File: config.mk
export PLATFORM = sky130hd
export DESIGN_NAME = train_center_cal_tx_flat
export DESIGN_NICKNAME = d
export VERILOG_FILES = /design/src/rtl/mbtrain_pkg.sv /design/src/rtl/train_center_cal_tx_if.sv /design/src/rtl/train_center_cal_tx_sb_valid_ctrl.sv /design/src/rtl/train_center_cal_tx.sv /design/src/flat_wrapper.sv
export SDC_FILE = /design/constraint.sdc
export NUM_CORES = 1
export LEC_CHECK = 0
export BUFFER_PORTS_ARGS = -buffer_cell sky130_fd_sc_hd__buf_2
export CAP_MARGIN = 20
export CORE_MARGIN = 2
export CORE_UTILIZATION = 45
export DETAILED_ROUTE_END_ITERATION = 10
export PLACE_DENSITY = 0.68
export SLEW_MARGIN = 20
export SYNTH_ARGS = -nofsm -noshare
export SYNTH_HDL_FRONTEND = slang
export SYNTH_SLANG_ARGS = --single-unit
File: constraint.sdc
create_clock -name clk -period 4.2 [get_ports clk]
set_clock_uncertainty 0.05 [all_clocks]
set_input_delay 0.21 -clock clk [delete_from_list [all_inputs] [get_ports clk]]
set_output_delay 0.21 -clock clk [all_outputs]
set_load 0.005 [all_outputs]
File: src/rtl/mbtrain_pkg.sv
// Shared MBTRAIN definitions: sideband message codes and the step FSM state encoding.
// Imported by both the TX-side initiator and the RX-side responder.
package mbtrain_pkg;

    localparam logic [3:0] SB_NONE       = 4'b0000;
    localparam logic [3:0] SB_START_REQ  = 4'b0001;
    localparam logic [3:0] SB_START_RESP = 4'b0010;
    localparam logic [3:0] SB_END_REQ    = 4'b0011;
    localparam logic [3:0] SB_END_RESP   = 4'b0100;

    localparam logic [2:0] ST_IDLE            = 3'd0;
    localparam logic [2:0] ST_SEND_START_REQ  = 3'd1;
    localparam logic [2:0] ST_WAIT_START_RESP = 3'd2;
    localparam logic [2:0] ST_CAL_ALGO        = 3'd3;
    localparam logic [2:0] ST_SEND_END_REQ    = 3'd4;
    localparam logic [2:0] ST_WAIT_END_RESP   = 3'd5;
    localparam logic [2:0] ST_TEST_FINISHED   = 3'd6;

    localparam int LANES = 16;

    // States in which a sideband response is pending and the timeout runs.
    function automatic logic is_wait_state(input logic [2:0] st);
        return (st == ST_WAIT_START_RESP) || (st == ST_WAIT_END_RESP);
    endfunction

endpackage

File: src/rtl/train_center_cal_tx_if.sv
// Sideband and point-test signal bundle for the center-calibration TX step.
// master = the TX step block, slave = its environment (controller, sideband, point test).
interface train_center_cal_tx_if;
    logic        i_en;
    logic [3:0]  i_decoded_sideband_message;
    logic        i_busy_negedge_detected;
    logic        i_valid_rx;
    logic        i_mainband_or_valtrain_test;
    logic        i_lfsr_or_perlane;
    logic        i_test_ack;
    logic [15:0] i_tx_lanes_result;
    logic [3:0]  o_sideband_message;
    logic        o_valid_tx;
    logic        o_pt_en;
    logic        o_eye_width_sweep_en;
    logic        o_test_ack;
    logic [15:0] o_lanes_result;
    logic        o_timeout;

    modport master (
        input  i_en, i_decoded_sideband_message, i_busy_negedge_detected, i_valid_rx,
               i_mainband_or_valtrain_test, i_lfsr_or_perlane, i_test_ack, i_tx_lanes_result,
        output o_sideband_message, o_valid_tx, o_pt_en, o_eye_width_sweep_en,
               o_test_ack, o_lanes_result, o_timeout
    );

    modport slave (
        output i_en, i_decoded_sideband_message, i_busy_negedge_detected, i_valid_rx,
               i_mainband_or_valtrain_test, i_lfsr_or_perlane, i_test_ack, i_tx_lanes_result,
        input  o_sideband_message, o_valid_tx, o_pt_en, o_eye_width_sweep_en,
               o_test_ack, o_lanes_result, o_timeout
    );
endinterface

File: src/rtl/train_center_cal_tx_sb_valid_ctrl.sv
// Sideband request register: latches a message with valid, drops valid when the
// serializer reports completion, and flags the valid falling edge. Reusable by MBTRAIN TX steps.
module sb_valid_ctrl #(
    parameter int MSG_W = 4
) (
    input  logic             clk,
    input  logic             rst_n,
    input  logic             i_set,
    input  logic [MSG_W-1:0] i_set_msg,
    input  logic             i_clr,
    input  logic             i_flush,
    output logic [MSG_W-1:0] o_msg,
    output logic             o_valid,
    output logic             o_valid_fall
);
    logic [MSG_W-1:0] r_msg;
    logic             r_valid;
    logic             r_valid_d;

    always_ff @(posedge clk or negedge rst_n) begin
        if (!rst_n) begin
            r_msg     <= '0;
            r_valid   <= 1'b0;
            r_valid_d <= 1'b0;
        end else if (i_flush) begin
            r_msg     <= '0;
            r_valid   <= 1'b0;
            r_valid_d <= 1'b0;
        end else begin
            r_valid_d <= r_valid;
            // A completion pulse on the set edge belongs to an earlier message: set wins.
            if (i_set) begin
                r_msg   <= i_set_msg;
                r_valid <= 1'b1;
            end else if (i_clr) begin
                r_valid <= 1'b0;
            end
        end
    end

    assign o_msg        = r_msg;
    assign o_valid      = r_valid;
    assign o_valid_fall = r_valid_d & ~r_valid;
endmodule

File: src/rtl/train_center_cal_tx.sv
// MBTRAIN center-calibration initiator: start req/resp handshake, point test,
// end req/resp handshake, with a per-response timeout.
module train_center_cal_tx
    import mbtrain_pkg::*;
#(
    parameter int TIMEOUT_CYCLES = 8000,
    parameter int CNT_W          = 13
) (
    input  logic                    clk,
    input  logic                    rst_n,
    train_center_cal_tx_if.master   io_if
);
    localparam logic [CNT_W-1:0] TO_LAST = CNT_W'(TIMEOUT_CYCLES - 1);

    logic [2:0]       r_cs;
    logic [2:0]       w_ns;
    logic [CNT_W-1:0] r_cnt;
    logic             r_pt_en;
    logic             r_sweep_en;
    logic             r_test_ack;
    logic             r_timeout;
    logic [LANES-1:0] r_lanes;

    logic             w_expire;
    logic             w_start_resp;
    logic             w_end_resp;
    logic             w_set;
    logic [3:0]       w_set_msg;
    logic             w_flush;
    logic             w_valid_fall;

    // TX owns the sideband unconditionally; the RX valid is only observed by the environment.
    logic w_unused_valid_rx;
    assign w_unused_valid_rx = io_if.i_valid_rx ^ io_if.i_lfsr_or_perlane;

    assign w_expire     = (r_cnt == TO_LAST);
    assign w_start_resp = (io_if.i_decoded_sideband_message == SB_START_RESP);
    assign w_end_resp   = (io_if.i_decoded_sideband_message == SB_END_RESP);

    always_comb begin
        w_ns = r_cs;
        if (r_cs != ST_IDLE && !io_if.i_en) begin
            w_ns = ST_IDLE;
        end else begin
            case (r_cs)
                ST_IDLE:            if (io_if.i_en)    w_ns = ST_SEND_START_REQ;
                ST_SEND_START_REQ:  if (w_valid_fall)  w_ns = ST_WAIT_START_RESP;
                ST_WAIT_START_RESP: begin
                    if (w_start_resp)  w_ns = ST_CAL_ALGO;
                    else if (w_expire) w_ns = ST_TEST_FINISHED;
                end
                ST_CAL_ALGO:        if (io_if.i_test_ack) w_ns = ST_SEND_END_REQ;
                ST_SEND_END_REQ:    if (w_valid_fall)  w_ns = ST_WAIT_END_RESP;
                ST_WAIT_END_RESP: begin
                    if (w_end_resp)    w_ns = ST_TEST_FINISHED;
                    else if (w_expire) w_ns = ST_TEST_FINISHED;
                end
                ST_TEST_FINISHED:   w_ns = ST_TEST_FINISHED;
                default:            w_ns = ST_IDLE;
            endcase
        end
    end

    assign w_set     = ((r_cs == ST_IDLE)     && (w_ns == ST_SEND_START_REQ)) ||
                       ((r_cs == ST_CAL_ALGO) && (w_ns == ST_SEND_END_REQ));
    assign w_set_msg = (r_cs == ST_IDLE) ? SB_START_REQ : SB_END_REQ;
    assign w_flush   = (w_ns == ST_IDLE);

    sb_valid_ctrl #(.MSG_W(4)) u_sb_valid (
        .clk          (clk),
        .rst_n        (rst_n),
        .i_set        (w_set),
        .i_set_msg    (w_set_msg),
        .i_clr        (io_if.i_busy_negedge_detected),
        .i_flush      (w_flush),
        .o_msg        (io_if.o_sideband_message),
        .o_valid      (io_if.o_valid_tx),
        .o_valid_fall (w_valid_fall)
    );

    always_ff @(posedge clk or negedge rst_n) begin
        if (!rst_n) begin
            r_cs       <= ST_IDLE;
            r_cnt      <= '0;
            r_pt_en    <= 1'b0;
            r_sweep_en <= 1'b0;
            r_test_ack <= 1'b0;
            r_timeout  <= 1'b0;
            r_lanes    <= '0;
        end else begin
            r_cs  <= w_ns;
            // Cleared outside WAIT_*, so every WAIT_* entry starts counting from zero.
            r_cnt <= is_wait_state(r_cs) ? r_cnt + 1'b1 : '0;
            if (w_ns == ST_IDLE) begin
                r_pt_en    <= 1'b0;
                r_sweep_en <= 1'b0;
                r_test_ack <= 1'b0;
                r_timeout  <= 1'b0;
                r_lanes    <= '0;
            end else begin
                if (r_cs == ST_WAIT_START_RESP && w_ns == ST_CAL_ALGO) begin
                    r_pt_en    <= 1'b1;
                    r_sweep_en <= ~io_if.i_mainband_or_valtrain_test;
                end
                if (r_cs == ST_CAL_ALGO && w_ns == ST_SEND_END_REQ) begin
                    r_pt_en    <= 1'b0;
                    r_sweep_en <= 1'b0;
                    r_lanes    <= io_if.i_tx_lanes_result;
                end
                // A matching response on the expiry cycle completes normally.
                if (r_cs != ST_TEST_FINISHED && w_ns == ST_TEST_FINISHED) begin
                    if (r_cs == ST_WAIT_END_RESP && w_end_resp) r_test_ack <= 1'b1;
                    else                                        r_timeout  <= 1'b1;
                end
            end
        end
    end

    assign io_if.o_pt_en              = r_pt_en;
    assign io_if.o_eye_width_sweep_en = r_sweep_en;
    assign io_if.o_test_ack           = r_test_ack;
    assign io_if.o_lanes_result       = r_lanes;
    assign io_if.o_timeout            = r_timeout;
endmodule

File: src/flat_wrapper.sv
// flat-port wrapper written by rule: the top's interface ports become plain ports
module train_center_cal_tx_flat import mbtrain_pkg::*;
#(
    parameter int TIMEOUT_CYCLES = 8000,
    parameter int CNT_W          = 13
)
  (clk, rst_n, io_if_i_en, io_if_i_decoded_sideband_message, io_if_i_busy_negedge_detected, io_if_i_valid_rx, io_if_i_mainband_or_valtrain_test, io_if_i_lfsr_or_perlane, io_if_i_test_ack, io_if_i_tx_lanes_result, io_if_o_sideband_message, io_if_o_valid_tx, io_if_o_pt_en, io_if_o_eye_width_sweep_en, io_if_o_test_ack, io_if_o_lanes_result, io_if_o_timeout);
  train_center_cal_tx_if io_if_i ();
  input  logic clk;
  input  logic rst_n;
  input wire logic [$bits(io_if_i.i_en)-1:0] io_if_i_en;
  input wire logic [$bits(io_if_i.i_decoded_sideband_message)-1:0] io_if_i_decoded_sideband_message;
  input wire logic [$bits(io_if_i.i_busy_negedge_detected)-1:0] io_if_i_busy_negedge_detected;
  input wire logic [$bits(io_if_i.i_valid_rx)-1:0] io_if_i_valid_rx;
  input wire logic [$bits(io_if_i.i_mainband_or_valtrain_test)-1:0] io_if_i_mainband_or_valtrain_test;
  input wire logic [$bits(io_if_i.i_lfsr_or_perlane)-1:0] io_if_i_lfsr_or_perlane;
  input wire logic [$bits(io_if_i.i_test_ack)-1:0] io_if_i_test_ack;
  input wire logic [$bits(io_if_i.i_tx_lanes_result)-1:0] io_if_i_tx_lanes_result;
  output wire logic [$bits(io_if_i.o_sideband_message)-1:0] io_if_o_sideband_message;
  output wire logic [$bits(io_if_i.o_valid_tx)-1:0] io_if_o_valid_tx;
  output wire logic [$bits(io_if_i.o_pt_en)-1:0] io_if_o_pt_en;
  output wire logic [$bits(io_if_i.o_eye_width_sweep_en)-1:0] io_if_o_eye_width_sweep_en;
  output wire logic [$bits(io_if_i.o_test_ack)-1:0] io_if_o_test_ack;
  output wire logic [$bits(io_if_i.o_lanes_result)-1:0] io_if_o_lanes_result;
  output wire logic [$bits(io_if_i.o_timeout)-1:0] io_if_o_timeout;
  assign io_if_i.i_en = io_if_i_en;
  assign io_if_i.i_decoded_sideband_message = io_if_i_decoded_sideband_message;
  assign io_if_i.i_busy_negedge_detected = io_if_i_busy_negedge_detected;
  assign io_if_i.i_valid_rx = io_if_i_valid_rx;
  assign io_if_i.i_mainband_or_valtrain_test = io_if_i_mainband_or_valtrain_test;
  assign io_if_i.i_lfsr_or_perlane = io_if_i_lfsr_or_perlane;
  assign io_if_i.i_test_ack = io_if_i_test_ack;
  assign io_if_i.i_tx_lanes_result = io_if_i_tx_lanes_result;
  assign io_if_o_sideband_message = io_if_i.o_sideband_message;
  assign io_if_o_valid_tx = io_if_i.o_valid_tx;
  assign io_if_o_pt_en = io_if_i.o_pt_en;
  assign io_if_o_eye_width_sweep_en = io_if_i.o_eye_width_sweep_en;
  assign io_if_o_test_ack = io_if_i.o_test_ack;
  assign io_if_o_lanes_result = io_if_i.o_lanes_result;
  assign io_if_o_timeout = io_if_i.o_timeout;
  train_center_cal_tx #(.TIMEOUT_CYCLES(TIMEOUT_CYCLES), .CNT_W(CNT_W)) u_core (.clk(clk), .rst_n(rst_n), .io_if(io_if_i));
endmodule
Yosys cells after proc, flatten, opt, wreduce, memory -nomap -nowiden
Cells that the tools add are included.

$add $sub $neg: 1. Multipliers: 0. Div/mod/pow operators: 0. Magnitude comparators: 0. Eq/ne operators: 15. Shifts and indexed selects: 0. Mux-type cells: 31. Bitwise gates (word level): 3. Reductions and logical operators: 20.

Operator list (count): $mux 16 (2); $mux 3 (8); $pmux 3 s7 (1); $mux 1 (16); $eq 3x3->1 const B (5); $add 13x1->13 const B (1); $eq 13x13->1 const B (1); $mux 13 (1); $eq 3x2->1 const B (3); $reduce_bool 3->1 (3); $mux 4 (2); $reduce_bool 2->1 (4); $eq 3x1->1 const B (2); $logic_and 1x1->1 (6); $logic_not 3->1 (2); $eq 4x2->1 const B (1); $eq 4x3->1 const B (1); $reduce_and 2->1 (2); $ne 3x3->1 const B (1); $logic_or 1x1->1 (2); $mux 2 (1); $ne 2x2->1 const B (1); $not 1->1 (2); $and 1x1->1 (1); $logic_not 1->1 (1).

Flip-flop bits (word level): 42. Latch bits: 0. Bits in writable memories: 0. Bits in read-only memories: 0. Input port bits: 28. Output and inout port bits: 25. Word-level logic and storage cells: 80. Memories: 0.

Logic depth before layout (Yosys ltp)
Depth after elaboration: 10. Depth in mapped cells: 7. Mapped depth without buffers: 6.

Cells and area by module
A second synthesis with hierarchy kept.

Cell total of the unflattened synthesis: 204. Area total of the unflattened synthesis: 1985.7 µm².

By module, submodules not included: train_center_cal_tx (instances 1, cells each 184, area each 1741.7 µm², seq. area each 900.9 µm²); sb_valid_ctrl (instances 1, cells each 20, area each 244.0 µm², seq. area each 150.1 µm²).

Least setup slack after synthesis
Ideal clock, no wire load.

Path type: reg-to-reg. Start: reg u_core.r_cnt[0]. End: reg u_core.r_pt_en, in the netlist u_core.io_if.o_pt_en. Library setup time: 120 ps. Arrival time: 1472 ps. Required time: 4030 ps. Slack: 2557 ps. Stages on the path, launching flop included: 7. Buffers on the path: 0. Clock period less this slack: 1643 ps. Path through: dfrtp_1 -> ha_1 -> and4_1 -> nand3_1 -> a221oi_2 -> nor2_1 -> o211a_1.

Word-level cells in the longest chain between the ends: 9. Elaborated cells on any way between the ends: 14. Classes of those cells: eq/ne (3); mux (7); reduce/logical (4).

Ends and longest elaborated chain: from (decl) (line train_center_cal_tx.sv:17) `logic [CNT_W-1:0] r_cnt;`; from (signal assigned) (line train_center_cal_tx.sv:93) `r_cnt <= is_wait_state(r_cs) ? r_cnt + 1'b1 : '0;`; $eq 13x13->1 (*) (line train_center_cal_tx.sv:36) `assign w_expire = (r_cnt == TO_LAST);`; $mux 3 (*) (line train_center_cal_tx.sv:50, train_center_cal_tx.sv:56); $mux 3, on equally long branches (line train_center_cal_tx.sv:55, train_center_cal_tx.sv:49); $pmux 3 s7 (*) (line train_center_cal_tx.sv:45) `case (r_cs)`; $mux 3 (*) (line train_center_cal_tx.sv:42) `if (r_cs != ST_IDLE && !io_if.i_en) begin`; $eq 3x3->1 (line train_center_cal_tx.sv:105) `if (r_cs == ST_CAL_ALGO && w_ns == ST_SEND_END_REQ) begin`; $logic_and 1x1->1 (line train_center_cal_tx.sv:105); $mux 1 (line train_center_cal_tx.sv:105); $mux 1 (line train_center_cal_tx.sv:94) `if (w_ns == ST_IDLE) begin`; to (signal assigned) (line train_center_cal_tx.sv:95) `r_pt_en <= 1'b0;`; to (signal assigned) (line train_center_cal_tx.sv:102) `r_pt_en <= 1'b1;`; to (signal assigned) (line train_center_cal_tx.sv:106) `r_pt_en <= 1'b0;`; to (decl) (line train_center_cal_tx.sv:18) `logic r_pt_en;`.

Every way passes the cells marked *; elsewhere a longest branch is shown, timed or not. A chain may end at the register's enable or synchronous reset.

Worst setup path in the final report
Start: reg u_core.r_cs[1]. End: reg u_core.r_lanes[3], in the netlist u_core.io_if.o_lanes_result[3].

Word-level cells in the longest chain between the ends: 7. Elaborated cells on any way between the ends: 23. Classes of those cells: eq/ne (7); mux (10); reduce/logical (6).

Ends and longest elaborated chain: from (decl) (line train_center_cal_tx.sv:15) `logic [2:0] r_cs;`; from (signal assigned) (line train_center_cal_tx.sv:91) `r_cs <= w_ns;`; $mux 3 (line train_center_cal_tx.sv:50, train_center_cal_tx.sv:56); $mux 3, on equally long branches (line train_center_cal_tx.sv:55, train_center_cal_tx.sv:49); $pmux 3 s7 (line train_center_cal_tx.sv:45); $mux 3 (line train_center_cal_tx.sv:42); $eq 3x3->1 (line train_center_cal_tx.sv:105); $logic_and 1x1->1 (line train_center_cal_tx.sv:105); $reduce_bool 2->1 (no line); to (signal assigned) (line train_center_cal_tx.sv:108) `r_lanes <= io_if.i_tx_lanes_result;`; to (decl) (line train_center_cal_tx.sv:22) `logic [LANES-1:0] r_lanes;`.

Parallel ways exist; a longest one is shown, timed or not.

==> results_dict.tcl <==
set metrics [dict create \
    crit_path_end_kind "flip-flop" \
    critPathKind "flip-flop to flip-flop" \
    drive_above_1_share_pct 23.9 \
    yosysTopAreaCell "dfrtp_1" \
    avgRoutedWirePerCell_um 12.8 \
    fin_setup_tns_ps 0 \
    hold_violations 29 \
    r2r-end "u_core.io_if.o_lanes_result[3]$_DFFE_PN0N_" \
    synth_warnings 0 \
    rsz0062_at_grt "no" \
    status "finished, violations left" \
    power.density_nw_per_um2 411 \
    num_vias 1493 \
    cp-start-kind "flip-flop" \
    dp_hpwl_um 2660 \
    violations "negative hold slack" \
    rows 24 \
    r2r_start "u_core.r_cs[1]$_DFF_PN0_" \
    ys_seq_area_share_pct 51.1 \
    die-area_um2 4900 \
    die_h_um 70.0 \
    max_freq_mhz 475 \
    period_minus_slack_ps 2100 \
    switchingPower_uw 288 \
    worst-r2r-cell-count 4 \
    relSlewSlack_pct 34.3 \
    synth_edf_count 0 \
    pin_count 53 \
    ant_nets 0 \
    grt_max_degree 41 \
    grt_pass1_vias 1468 \
    post_cts_buffers 0 \
    start_util_pct 46.0 \
    p_comb_share_pct 21.7 \
    nNetsFinal 266 \
    cts_max_level 2 \
    crit_required_ps 4300 \
    synth-seq-cells 40 \
    power_uw 940 \
    antenna_found_initial 0 \
    ys_top_cells_by_area "dfrtp_1 (51%), mux2i_1 (9.2%), nor2_1 (7.3%)" \
    area_growth_pct 16.7 \
    routabilityCongestion 0.825 \
    clockPowerShare_pct 27.8 \
    hold_slack_ps -20.7 \
    grt_use_total_pct 17.4 \
    worst_hold_path_type "input pin to asynchronous set/reset pin" \
    p_seq_share_pct 50.5 \
    numCtsBuffers 5 \
    path_max_fanout 18 \
    die_width_um 70.0 \
    synthArstFlopShare_pct 100 \
    slew_viol_final 0 \
    clock_sinks 40 \
    rrSetupSlack_ps 2100 \
    first_pass_iters 4 \
    yosysTopAreaCellShare_pct 51.1 \
    maxCapViolCount 0 \
    viasPerCell 5.15 \
    grt-ovfl-total 0 \
    grt_pass1_wl_um 6780 \
    cts_root_buf "clkbuf_8" \
    clk_pin_slew_ps 70 \
    synthesis.instances 192 \
    clockBufferDepth 2 \
    worst_pin_slew_ps 986 \
    avgSynthCellArea_um2 10.2 \
    cts_resized 0 \
    portBuffers 48 \
    p_leak_uw 0.00125 \
    p_int_uw 652 \
    critPathArrivalTime_ps 2200 \
    synthFlopType "dfrtp_1" \
    clock_latency_ps 290 \
    post-route-period-util_pct 50.1 \
    swShare_pct 30.7 \
    drt-initial-drc-count 114 \
    ctsHoldBuffers 0 \
    setup_viol_count_final 0 \
    drcViolationCount 0 \
    synth_cell_types 41 \
    fp.coreArea_um2 4260 \
    ir_worst_vdd_uv 198 \
    antenna_cells 0 \
    wirelength_um 3720 \
    cts_tree "yes" \
    netlist_area_um2 1960 \
]
==> metrics by stage <==
step	std cells	worst slack (ps)	cell area [µm²]	util, %
floorplan	193	2560	1960	-
global placement	282	2100	2200	51.5
detailed placement	282	2080	2200	51.5
CTS	290	2070	2290	53.6
global route	290	1890	2290	53.6
finish	290	2100	2290	53.6
==> per-layer routing <==
metal / track usage [%] / routed length, µm / vias up
met2: 26.8 / 1770 / 44
met1: 24.1 / 1720 / 703
met4: 5.13 / 48 / 0
met5: 0 / 0 / -
li1: - / - / 740
met3: 4.76 / 180 / 6
==> power groups by stage <==
stage	Clock (µW)	Sequential (µW)	Combinational, µW
after floorplan	0	453	175
after global placement	0	481	202
after detailed placement	0	483	205
after CTS	270	475	207
after global routing	287	487	231
final	261	475	204
==> sequential cells by signal (all words and copies together), names as in the netlist <==
signal	count
u_core.r_cnt	13
u_core.u_sb_valid.r_valid_d	1
u_core.io_if.o_eye_width_sweep_en	1
u_core.u_sb_valid.o_valid	1
u_core.r_cs	3
u_core.u_sb_valid.o_msg	2
u_core.io_if.o_lanes_result	16
u_core.io_if.o_timeout	1
u_core.io_if.o_pt_en	1
u_core.io_if.o_test_ack	1
==> cells by family after synthesis <==
family / share of synthesized area [%]
AO/OA/AOI/OAI: 6.32
XOR/XNOR: 4.91
adder cells (fa/ha/maj): 0.638
buffers and inverters: 4.66
flip-flops: 51.1
multiplexers: 9.19
other: 0.191
AND/OR/NAND/NOR: 23.0
==> layout make-up <==
type | count | area (µm²)
inverters | 5 | 18.8
fillers | 405 | 1980
flip-flops and latches | 40 | 1000
repair buffers | 48 | 240
well taps | 52 | 65.1
multi-input cells | 137 | 872
clock buffers | 8 | 90.1
==> worst max-delay path, stage by stage, from the launching register on <==
cell	delay [ps]
dfrtp_1	640
nand2_1	120
or3_1	780
mux2i_1	320
nor2_1	60
==> cell usage in the layout, fill, tap and decap left out, types with 5 or more instances in the layout <==
cell,instances
a21oi_1,5
buf_2,48
clkbuf_8,6
dfrtp_1,40
inv_1,5
mux2i_1,18
nand2_1,12
nand3_1,7
nor2_1,38
nor2b_1,5
xor2_1,8
==> cells in the mapped netlist, drive strengths merged (3+ instances only) <==
cell and number:
and3 4, mux2i 18, dfrtp 40, nor2b 5
nor3 3, nand3 7, a21oi 5, xnor2 3
and2 3, inv 5, nor2 38, nand2 12
xor2 8, buf 9
==> worst max path at each step <==
stage	start	endpoint	slack, ps
detailed placement	u_core.r_cs[2]$_DFF_PN0_	u_core.io_if.o_lanes_result[3]$_DFFE_PN0N_	2080
finish	u_core.r_cs[1]$_DFF_PN0_	u_core.io_if.o_lanes_result[3]$_DFFE_PN0N_	2100
floorplan	u_core.r_cnt[0]$_DFF_PN0_	u_core.io_if.o_pt_en$_DFFE_PN0P_	2560
global placement	u_core.r_cs[2]$_DFF_PN0_	u_core.io_if.o_lanes_result[4]$_DFFE_PN0N_	2100
CTS	u_core.r_cs[2]$_DFF_PN0_	u_core.io_if.o_lanes_result[3]$_DFFE_PN0N_	2070
global route	u_core.r_cs[1]$_DFF_PN0_	u_core.io_if.o_lanes_result[15]$_DFFE_PN0N_	1890
Note: power is estimated with default switching activity, not from simulation.
